**src/rtl/operand_sequencer.sv**
```systemverilog
// operand_sequencer: buffers operand pairs in a 4-entry FIFO and, on start,
// sequences clr/ld into an external datapath one pair at a time, capturing
// the datapath outputs into result registers with a one-cycle valid strobe.
module operand_sequencer #(
    parameter int WIDTH = 8,
    parameter int LAT   = 1
) (
    input  logic             clk,
    input  logic             reset,
    input  logic [WIDTH-1:0] a_in,
    input  logic [WIDTH-1:0] b_in,
    input  logic             in_valid,
    output logic             in_ready,
    input  logic             start,
    output logic [WIDTH-1:0] dp_a,
    output logic [WIDTH-1:0] dp_b,
    output logic             dp_ld,
    output logic             dp_clr,
    input  logic [WIDTH-1:0] dp_outA,
    input  logic [WIDTH-1:0] dp_outB,
    input  logic [WIDTH-1:0] dp_outC,
    output logic [WIDTH-1:0] res_a,
    output logic [WIDTH-1:0] res_b,
    output logic [WIDTH-1:0] res_c,
    output logic             res_valid,
    output logic [7:0]       res_count,
    output logic             busy,
    output logic             done
);

    typedef enum logic [2:0] {
        S_IDLE,
        S_CLR,
        S_LOAD,
        S_WAIT,
        S_CAPT,
        S_DONE
    } state_e;

    // WAIT lasts LAT cycles, so the counter starts one below LAT.
    localparam logic [3:0] WAIT_INIT = 4'(LAT - 1);

    state_e               state_q, state_d;
    logic [3:0]           wait_q, wait_d;

    logic [2*WIDTH-1:0]   mem_q [4];
    logic [1:0]           wr_ptr_q, rd_ptr_q;
    logic [2:0]           count_q, count_d;
    logic                 push, pop;
    logic [2*WIDTH-1:0]   head;

    logic [WIDTH-1:0]     res_a_q, res_b_q, res_c_q;
    logic                 res_valid_q;
    logic [7:0]           res_count_q;

    assign in_ready = (count_q < 3'd4);
    assign push     = in_valid && in_ready;
    // The head leaves the FIFO at the edge that ends LOAD; the FSM only
    // enters LOAD with at least one entry queued.
    assign pop      = (state_q == S_LOAD);
    assign head     = mem_q[rd_ptr_q];

    // FIFO occupancy: simultaneous push and pop leave the count unchanged.
    always_comb begin
        count_d = count_q;
        unique case ({push, pop})
            2'b10:   count_d = count_q + 3'd1;
            2'b01:   count_d = count_q - 3'd1;
            default: count_d = count_q;
        endcase
    end

    // FIFO pointers and occupancy register.
    // NOTE: state registers use non-blocking assignments so every flop samples
    // pre-edge values regardless of process ordering.
    always_ff @(posedge clk or negedge reset) begin
        if (!reset) begin
            wr_ptr_q <= '0;
            rd_ptr_q <= '0;
            count_q  <= '0;
        end else begin
            if (push) wr_ptr_q <= wr_ptr_q + 2'd1;
            if (pop)  rd_ptr_q <= rd_ptr_q + 2'd1;
            count_q <= count_d;
        end
    end

    // FIFO storage write.
    // NOTE: the storage array has no reset; emptiness is tracked by count_q and
    // the head only reaches dp_a/dp_b while LOAD, so stale contents never leak.
    always_ff @(posedge clk) begin
        if (push) mem_q[wr_ptr_q] <= {a_in, b_in};
    end

    // State and wait-counter registers.
    always_ff @(posedge clk or negedge reset) begin
        if (!reset) begin
            state_q <= S_IDLE;
            wait_q  <= '0;
        end else begin
            state_q <= state_d;
            wait_q  <= wait_d;
        end
    end

    // Next-state logic and Moore outputs.
    // NOTE: every signal driven here gets a default first so no path leaves it
    // unassigned, which would otherwise infer a latch.
    always_comb begin
        state_d = state_q;
        wait_d  = wait_q;
        dp_a    = '0;
        dp_b    = '0;
        dp_ld   = 1'b0;
        dp_clr  = 1'b0;
        busy    = (state_q != S_IDLE);
        done    = 1'b0;
        unique case (state_q)
            S_IDLE: begin
                if (start) state_d = (count_q != 3'd0) ? S_CLR : S_DONE;
            end
            S_CLR: begin
                dp_clr  = 1'b1;
                state_d = S_LOAD;
            end
            S_LOAD: begin
                dp_ld   = 1'b1;
                dp_a    = head[2*WIDTH-1:WIDTH];
                dp_b    = head[WIDTH-1:0];
                wait_d  = WAIT_INIT;
                state_d = S_WAIT;
            end
            S_WAIT: begin
                if (wait_q == 4'd0) state_d = S_CAPT;
                else                wait_d  = wait_q - 4'd1;
            end
            S_CAPT: begin
                // A pair pushed in this very cycle keeps the run going.
                state_d = ((count_q != 3'd0) || push) ? S_CLR : S_DONE;
            end
            S_DONE: begin
                done    = 1'b1;
                state_d = S_IDLE;
            end
            default: state_d = S_IDLE;
        endcase
    end

    // Result capture, valid strobe and processed-pair counter.
    always_ff @(posedge clk or negedge reset) begin
        if (!reset) begin
            res_a_q     <= '0;
            res_b_q     <= '0;
            res_c_q     <= '0;
            res_valid_q <= 1'b0;
            res_count_q <= '0;
        end else begin
            res_valid_q <= (state_q == S_CAPT);
            if (state_q == S_CAPT) begin
                res_a_q     <= dp_outA;
                res_b_q     <= dp_outB;
                res_c_q     <= dp_outC;
                res_count_q <= res_count_q + 8'd1;
            end
        end
    end

    assign res_a     = res_a_q;
    assign res_b     = res_b_q;
    assign res_c     = res_c_q;
    assign res_valid = res_valid_q;
    assign res_count = res_count_q;

endmodule

```
**config.mk**
```make
export PLATFORM = sky130hd
export DESIGN_NAME = operand_sequencer
export DESIGN_NICKNAME = d
export VERILOG_FILES = /design/src/rtl/operand_sequencer.sv
export SDC_FILE = /design/constraint.sdc
export NUM_CORES = 1
export LEC_CHECK = 0
export ABC_AREA = 1
export CORE_MARGIN = 2
export CORE_UTILIZATION = 56
export DETAILED_ROUTE_END_ITERATION = 6
export DONT_BUFFER_PORTS = 1
export GPL_ROUTABILITY_DRIVEN = 1
export PLACE_DENSITY = 0.74
export REMOVE_ABC_BUFFERS = 1
export SYNTH_ARGS = -nofsm -noshare
export SYNTH_HDL_FRONTEND = slang
export SYNTH_SLANG_ARGS = --single-unit
```
**constraint.sdc**
```tcl
create_clock -name clk -period 1.7 [get_ports clk]
set_input_delay 0.17 -clock clk [delete_from_list [all_inputs] [get_ports clk]]
set_output_delay 0.17 -clock clk [all_outputs]
set_load 0.01 [all_outputs]
```
# Yosys cells after proc, flatten, opt, wreduce, memory -nomap -nowiden
# Memory sizes are Yosys's and may differ from the RTL's.
# Cells that the tools add are included.
dict set report totals {
  wordCells 53
  input_bits 44
  mem_count 1
  register_bits 47
  output_inout_bits 54
  ramBits 64
}
dict set report classes {
  n_eq_ne 10
  n_reduce_logical 10
  n_mux 15
  n_lt_le_gt_ge 1
  addsub 6
}
# name words word_bits rd rd_ports_with_merged_regs wr line_no
set mem_list {}
lappend mem_list {mem_q 4 16 1 0 1 46} ;# logic [2*WIDTH-1:0] mem_q [4];
# cell count
set op_table {}
lappend op_table {{8-bit two-way mux} 2}
lappend op_table {{3-bit one-hot mux with 5 select lines} 1}
lappend op_table {{3-bit two-way mux} 4}
lappend op_table {{8-bit by 1-bit adder with 8-bit output, second input constant} 1}
lappend op_table {{4-bit one-hot mux with 2 select lines} 1}
lappend op_table {{3-bit by 2-bit equality test with 1-bit output, second input constant} 2}
lappend op_table {{3-bit equality test, second input constant} 2}
lappend op_table {{2-bit != test, second input constant} 3}
lappend op_table {{3-bit one-hot mux with 2 select lines} 1}
lappend op_table {{3-bit nonzero test} 2}
lappend op_table {{1-bit two-way mux} 5}
lappend op_table {{2-bit by 1-bit adder with 2-bit output, second input constant} 2}
lappend op_table {{4-bit logical NOT} 1}
lappend op_table {{4-bit two-way mux} 1}
lappend op_table {{2-bit AND reduction} 2}
lappend op_table {{2-bit nonzero test} 2}
lappend op_table {{4-bit by 1-bit subtractor with 4-bit output, second input constant} 1}
lappend op_table {{3-bit by 1-bit adder with 3-bit output, second input constant} 1}
lappend op_table {{3-bit by 1-bit equality test with 1-bit output, second input constant} 1}
lappend op_table {{3-bit logical NOT} 1}
lappend op_table {{3-bit less-than comparator, second input constant} 1}
lappend op_table {{3-bit by 1-bit subtractor with 3-bit output, second input constant} 1}
lappend op_table {{2-bit by 1-bit equality test with 1-bit output, second input constant} 1}
lappend op_table {{2-bit equality test, second input constant} 1}
lappend op_table {{2 further kinds} 2}

# Longest topological paths before layout
dict set report logic_depth {
  depth_word 5
  ltp_mapped 10
  ltp_nobuf 9
}

# Worst setup path before layout
# No wires, ideal clock.
dict set report synth_path {
  kind {flip-flop to flip-flop}
  from {reg state_q[2]}
  to {reg count_q[2]}
  slack_ps -264
  arrival_time_ps 1833
  path_buffers 1
  path_stages_with_launch 11
  required_ps 1569
  setup_ps 131
  synth_period_minus_slack_ps 1964
  path_cell_list {dfrtp_1 > inv_1 > nand3_1 > buf_2 > inv_1 > ha_1 > inv_1 > fa_1 > a21oi_1 > o21ai_0 > xor2_1}
}
dict set report synth_via {
  elab_chain_cells 3
  word_cells_on_any_way 5
  classes_between {eq/ne: 3; mux: 1; reduce/logical: 1}
}
# item line_no
set synth_lines {}
lappend synth_lines {{from (decl)} 43} ;# state_e state_q, state_d;
lappend synth_lines {{from (signal assigned)} 101} ;# state_q <= state_d;
lappend synth_lines {{3-bit by 2-bit equality test with 1-bit output (*)} 60} ;# assign pop = (state_q == S_LOAD);
lappend synth_lines {{2-bit by 1-bit equality test with 1-bit output or 2-bit equality test (tied branches)} 66} ;# unique case ({push, pop})
lappend synth_lines {{3-bit one-hot mux with 2 select lines or 2-bit nonzero test (tied branches)} --}
lappend synth_lines {{to (signal assigned)} 84} ;# count_q <= count_d;
lappend synth_lines {{to (decl)} 48} ;# logic [2:0] count_q, count_d;
# Mark *: on every way between the ends. The rest lies on a longest branch, timed or not.
# A chain may end at the register's enable or synchronous reset.

# Final worst setup path
dict set report layout_path {
  from {reg rd_ptr_q[1]}
  to {out dp_a[0]}
}
dict set report layout_via {
  elab_chain_cells 2
}
# item line_no
set layout_lines {}
lappend layout_lines {{from (decl)} 47} ;# logic [1:0] wr_ptr_q, rd_ptr_q;
lappend layout_lines {{from (signal assigned)} 83} ;# if (pop) rd_ptr_q <= rd_ptr_q + 2'd1;
lappend layout_lines {{memory read 4 x 16 bit} --}
lappend layout_lines {{8-bit two-way mux} 118} ;# unique case (state_q)
lappend layout_lines {{to (decl)} 15} ;# output logic [WIDTH-1:0] dp_a,
# Every way passes these cells.

==> impl_metrics.csv <==
group,metric,value,unit
placed_design,place_area,4840,um2
pwr,vdd.ir_drop.worst,0.924,mV
synthesis,synth_cells,440,
detailed_routing,via_per_inst,5.31,
timing,skew,0.00865,ns
final_layout,fillers,558,
detailed_routing,drc,0,
timing,relSlewSlack,75.3,%
detailed_routing,detail_route.wl_per_cell,16.6,um
synthesis,synth_compound_area_share,6.31,%
critical_path,worst-path-max-fanout,4,
timing,fin_crit_sh,100,%
final_layout,layout.cell_area.non_filler,5790,um2
synthesis,seq_area_frac_synth,67.4,%
clock_tree,cts_tree,"done",
placed_design,place_inst,552,
global_routing,grt_pass1_wl,15700,um
floorplanning,die_w,94.6,um
synthesis,synth_mux_area_share,0,%
global_routing,grt_use_met1,28.0,%
global_routing,busiest_layer,"met2",
floorplanning,core_area,8090,um2
detailed_routing,ant_nets,0,
clock_tree,ctsRootBufferMaster,"clkbuf_8",
clock_tree,cts_buffers,9,
critical_path,critPathCapture,"dp_a[0]",
final_layout,stdcell_count,619,
final_layout,syn2layout_area_growth,25.9,%
critical_path,endpoint_kind,"output pin",
timing,timing.fmax,588,MHz
pwr,power,9730,uW
synthesis,ys_types,25,
timing,rsz0062_at_grt,"true",
synthesis,synth.avg_cell_area,10.4,um2
global_routing,antenna_found_initial,0,
run_status,outcome,"finished with violations",
clock_tree,clk_latency,0.36,ns
timing,finalSetupViolCount,1,
detailed_routing,drt_iter0_markers,124,
final_layout,layout-drive-gt1-share,19.1,%
synthesis,synth_area,4600,um2
clock_tree,clock_sinks,111,
floorplanning,num_io_pins,98,
run,maxCapViolCount,0,
floorplanning,dieArea,8950,um2
worst_hold_path,hp-class,"in2reg",
critical_path,reg2reg_to,"count_q[2]$_DFFE_PN0P_",
synthesis,synth_xor_area_share,1.33,%
global_routing,grt_start_max_net_pins,48,
placed_design,port_buffers,0,
timing,period_minus_slack,1.70,ns
critical_path,rr_worst_depth,9,
critical_path,crit-reg2reg-launch,"state_q[0]$_DFFE_PN0P_",
final_layout,nNetsFinal,561,
global_routing,track_usage,23.5,%
placed_design,gp_congestion,0.784,
critical_path,crit_path_start_kind,"flop",
detailed_routing,wirelength,10300,um
placed_design,hpwlAfterDp,6000,um
clock_tree,cts.clk_slew.worst_paths,0.10,ns
floorplanning,start_util,56.8,%
synthesis,ys_ff_latch,111,
timing,maxSlewViolCount,0,
synthesis,synthAdderAreaFrac,2.34,%
pwr,power.density,1680,nW/um2
timing,tightestPinTransition,0.370,ns
critical_path,path_class,"reg2out",
critical_path,crit_path_start,"rd_ptr_q[1]$_DFFE_PN0N_",
critical_path,arrival,1.53,ns
critical_path,rrSetupSlack,0.07,ns
floorplanning,dieHeight,94.6,um
clock_tree,cts.path.max_buffers,2,
floorplanning,rows,33,
critical_path,critPathRequiredTime,1.53,ns
final_layout,n_antenna_cell,0,
global_routing,grt-ovfl-total,0,
global_routing,grtUsageMet3,7.18,%
detailed_routing,routed-via-count,3289,
synthesis,ys_warn_count,0,
pwr,p_leak,0.00237,uW
global_routing,grt_pass1_vias,3265,
run_status,violations,"negative setup slack",
clock_tree,h-tree-depth,3,
synthesis,synth_top_family_by_area,"simple AND/OR/NAND/NOR gates",
timing,fin_ws,-0.00176,ns
synthesis,synth-simple-area-share,18.1,%
detailed_routing,dr.pass1.iters,4,
timing,hold_violations,0,
global_routing,grtUsageMet2,41.0,%
==> stage by stage <==
step	util (%)	hold slack, ns	TNS [ns]	worst slack (ns)
final	71.5	0.0978	-0.00176	-0.00176
after global routing	71.5	0.135	-0.983	-0.0819
after CTS	69.4	0.0845	0	0.00637
after detailed placement	59.9	-0.124	-0.0301	-0.0301
after global placement	59.9	-0.124	0	0.0310
after floorplan	-	-0.126	-6.67	-0.533
==> cell type report <==
class	instances	area (um2)	area share [%]
multi-input cells	284	1440	24.8
flip-flops and latches	111	3100	53.6
clock inverters	6	108	1.86
well taps	105	131	2.27
clock buffers	10	128	2.20
repair buffers	75	773	13.4
inverters	28	111	1.92
==> flip-flops by register name, indices dropped and copies added (netlist names) <==
signal / count
count_q: 3
res_a: 8
res_count: 8
res_valid: 1
wait_q: 4
rd_ptr_q: 2
state_q: 3
mem_q: 64
res_b: 8
res_c: 8
wr_ptr_q: 2
==> power breakdown <==
group | internal (uW) | switching (uW)
combinational | 1460 | 2190
clock | 978 | 861
sequential | 3580 | 669
==> cells in the mapped netlist, drive strengths merged <==
cell | instances | area share (%)
nand2 | 105 | 8.6
nor2 | 89 | 7.3
edfxtp | 64 | 42
dfrtp | 47 | 26
o21ai | 40 | 4.4
inv | 28 | 2.3
a21oi | 18 | 2.0
buf | 13 | 1.7
nand3 | 13 | 1.4
ha | 7 | 1.9
clkbuf | 4 | 0.54
xor2 | 4 | 0.76
xnor2 | 3 | 0.57
nor3 | 2 | 0.46
fa | 1 | 0.44
nand3b | 1 | 0.16
nand4 | 1 | 0.14
==> critical path, cell delays in order, from the launching register on <==
cell        delay (ns)
dfrtp_2           0.45
clkinvlp_4        0.15
buf_2             0.18
nor2_1            0.10
o21ai_1           0.09
a21oi_2           0.20
==> kinds of logic (layout without fill, tap and decap cells) <==
| group | after synthesis | count (layout) |
|---|---|---|
| simple gates | 211 | 211 |
| compound gates | 58 | 58 |
| buf+inv | 45 | 119 |
| xor+xnor | 7 | 7 |
| flops | 111 | 111 |
| fa+ha+maj | 8 | 8 |
==> layout by cell type (no fill, tap or decap), types with 2 or more instances in the layout <==
cell / Yosys / layout
nand2_2: 1 / 2
dfrtp_2: 0 / 2
inv_2: 2 / 4
nor2_1: 88 / 72
o21ai_0: 38 / 17
a21oi_1: 18 / 2
o21ai_1: 2 / 18
buf_4: 2 / 20
a21oi_2: 0 / 16
nand2_1: 104 / 103
edfxtp_1: 64 / 64
xor2_1: 4 / 4
dlygate4sd3_1: 0 / 42
bufinv_16: 0 / 3
dfrtp_1: 47 / 45
xnor2_1: 3 / 3
buf_12: 0 / 4
buf_8: 0 / 3
ha_1: 7 / 7
buf_6: 1 / 4
inv_1: 26 / 22
nand3_1: 13 / 12
nor2_4: 0 / 3
nor2_2: 1 / 14
clkbuf_8: 1 / 9
o21ai_2: 0 / 5
==> per-layer routing <==
layer | wire, um | vias to the layer above
met5 | 0 | -
met3 | 700 | 9
li1 | - | 1571
met1 | 4210 | 1596
met4 | 114 | 0
met2 | 5280 | 113
==> what timing repair did <==
action / CTS / global route
setup buffers: 5 / 1
resized for setup: 16 / 70
pin swaps: 4 / 15
setup endpoints to repair: 17 / 44
endpoints found under the hold margin: 137 / 0
hold buffers: 43 / 0
gates cloned: 0 / 2
==> worst min-delay path by stage <==
stage | start | end | slack [ns] | depth (start not counted)
detailed placement | reset | rd_ptr_q[0]$_DFFE_PN0N_ | -0.12 | 0
global placement | reset | state_q[1]$_DFFE_PN0P_ | -0.12 | 0
finish | in_valid | state_q[2]$_DFFE_PN0P_ | 0.1 | 5
floorplan | reset | count_q[0]$_DFFE_PN0P_ | -0.13 | 0
global route | in_valid | state_q[2]$_DFFE_PN0P_ | 0.13 | 5
CTS | in_valid | state_q[2]$_DFFE_PN0P_ | 0.08 | 5
Power figures use the tool's default switching activity.
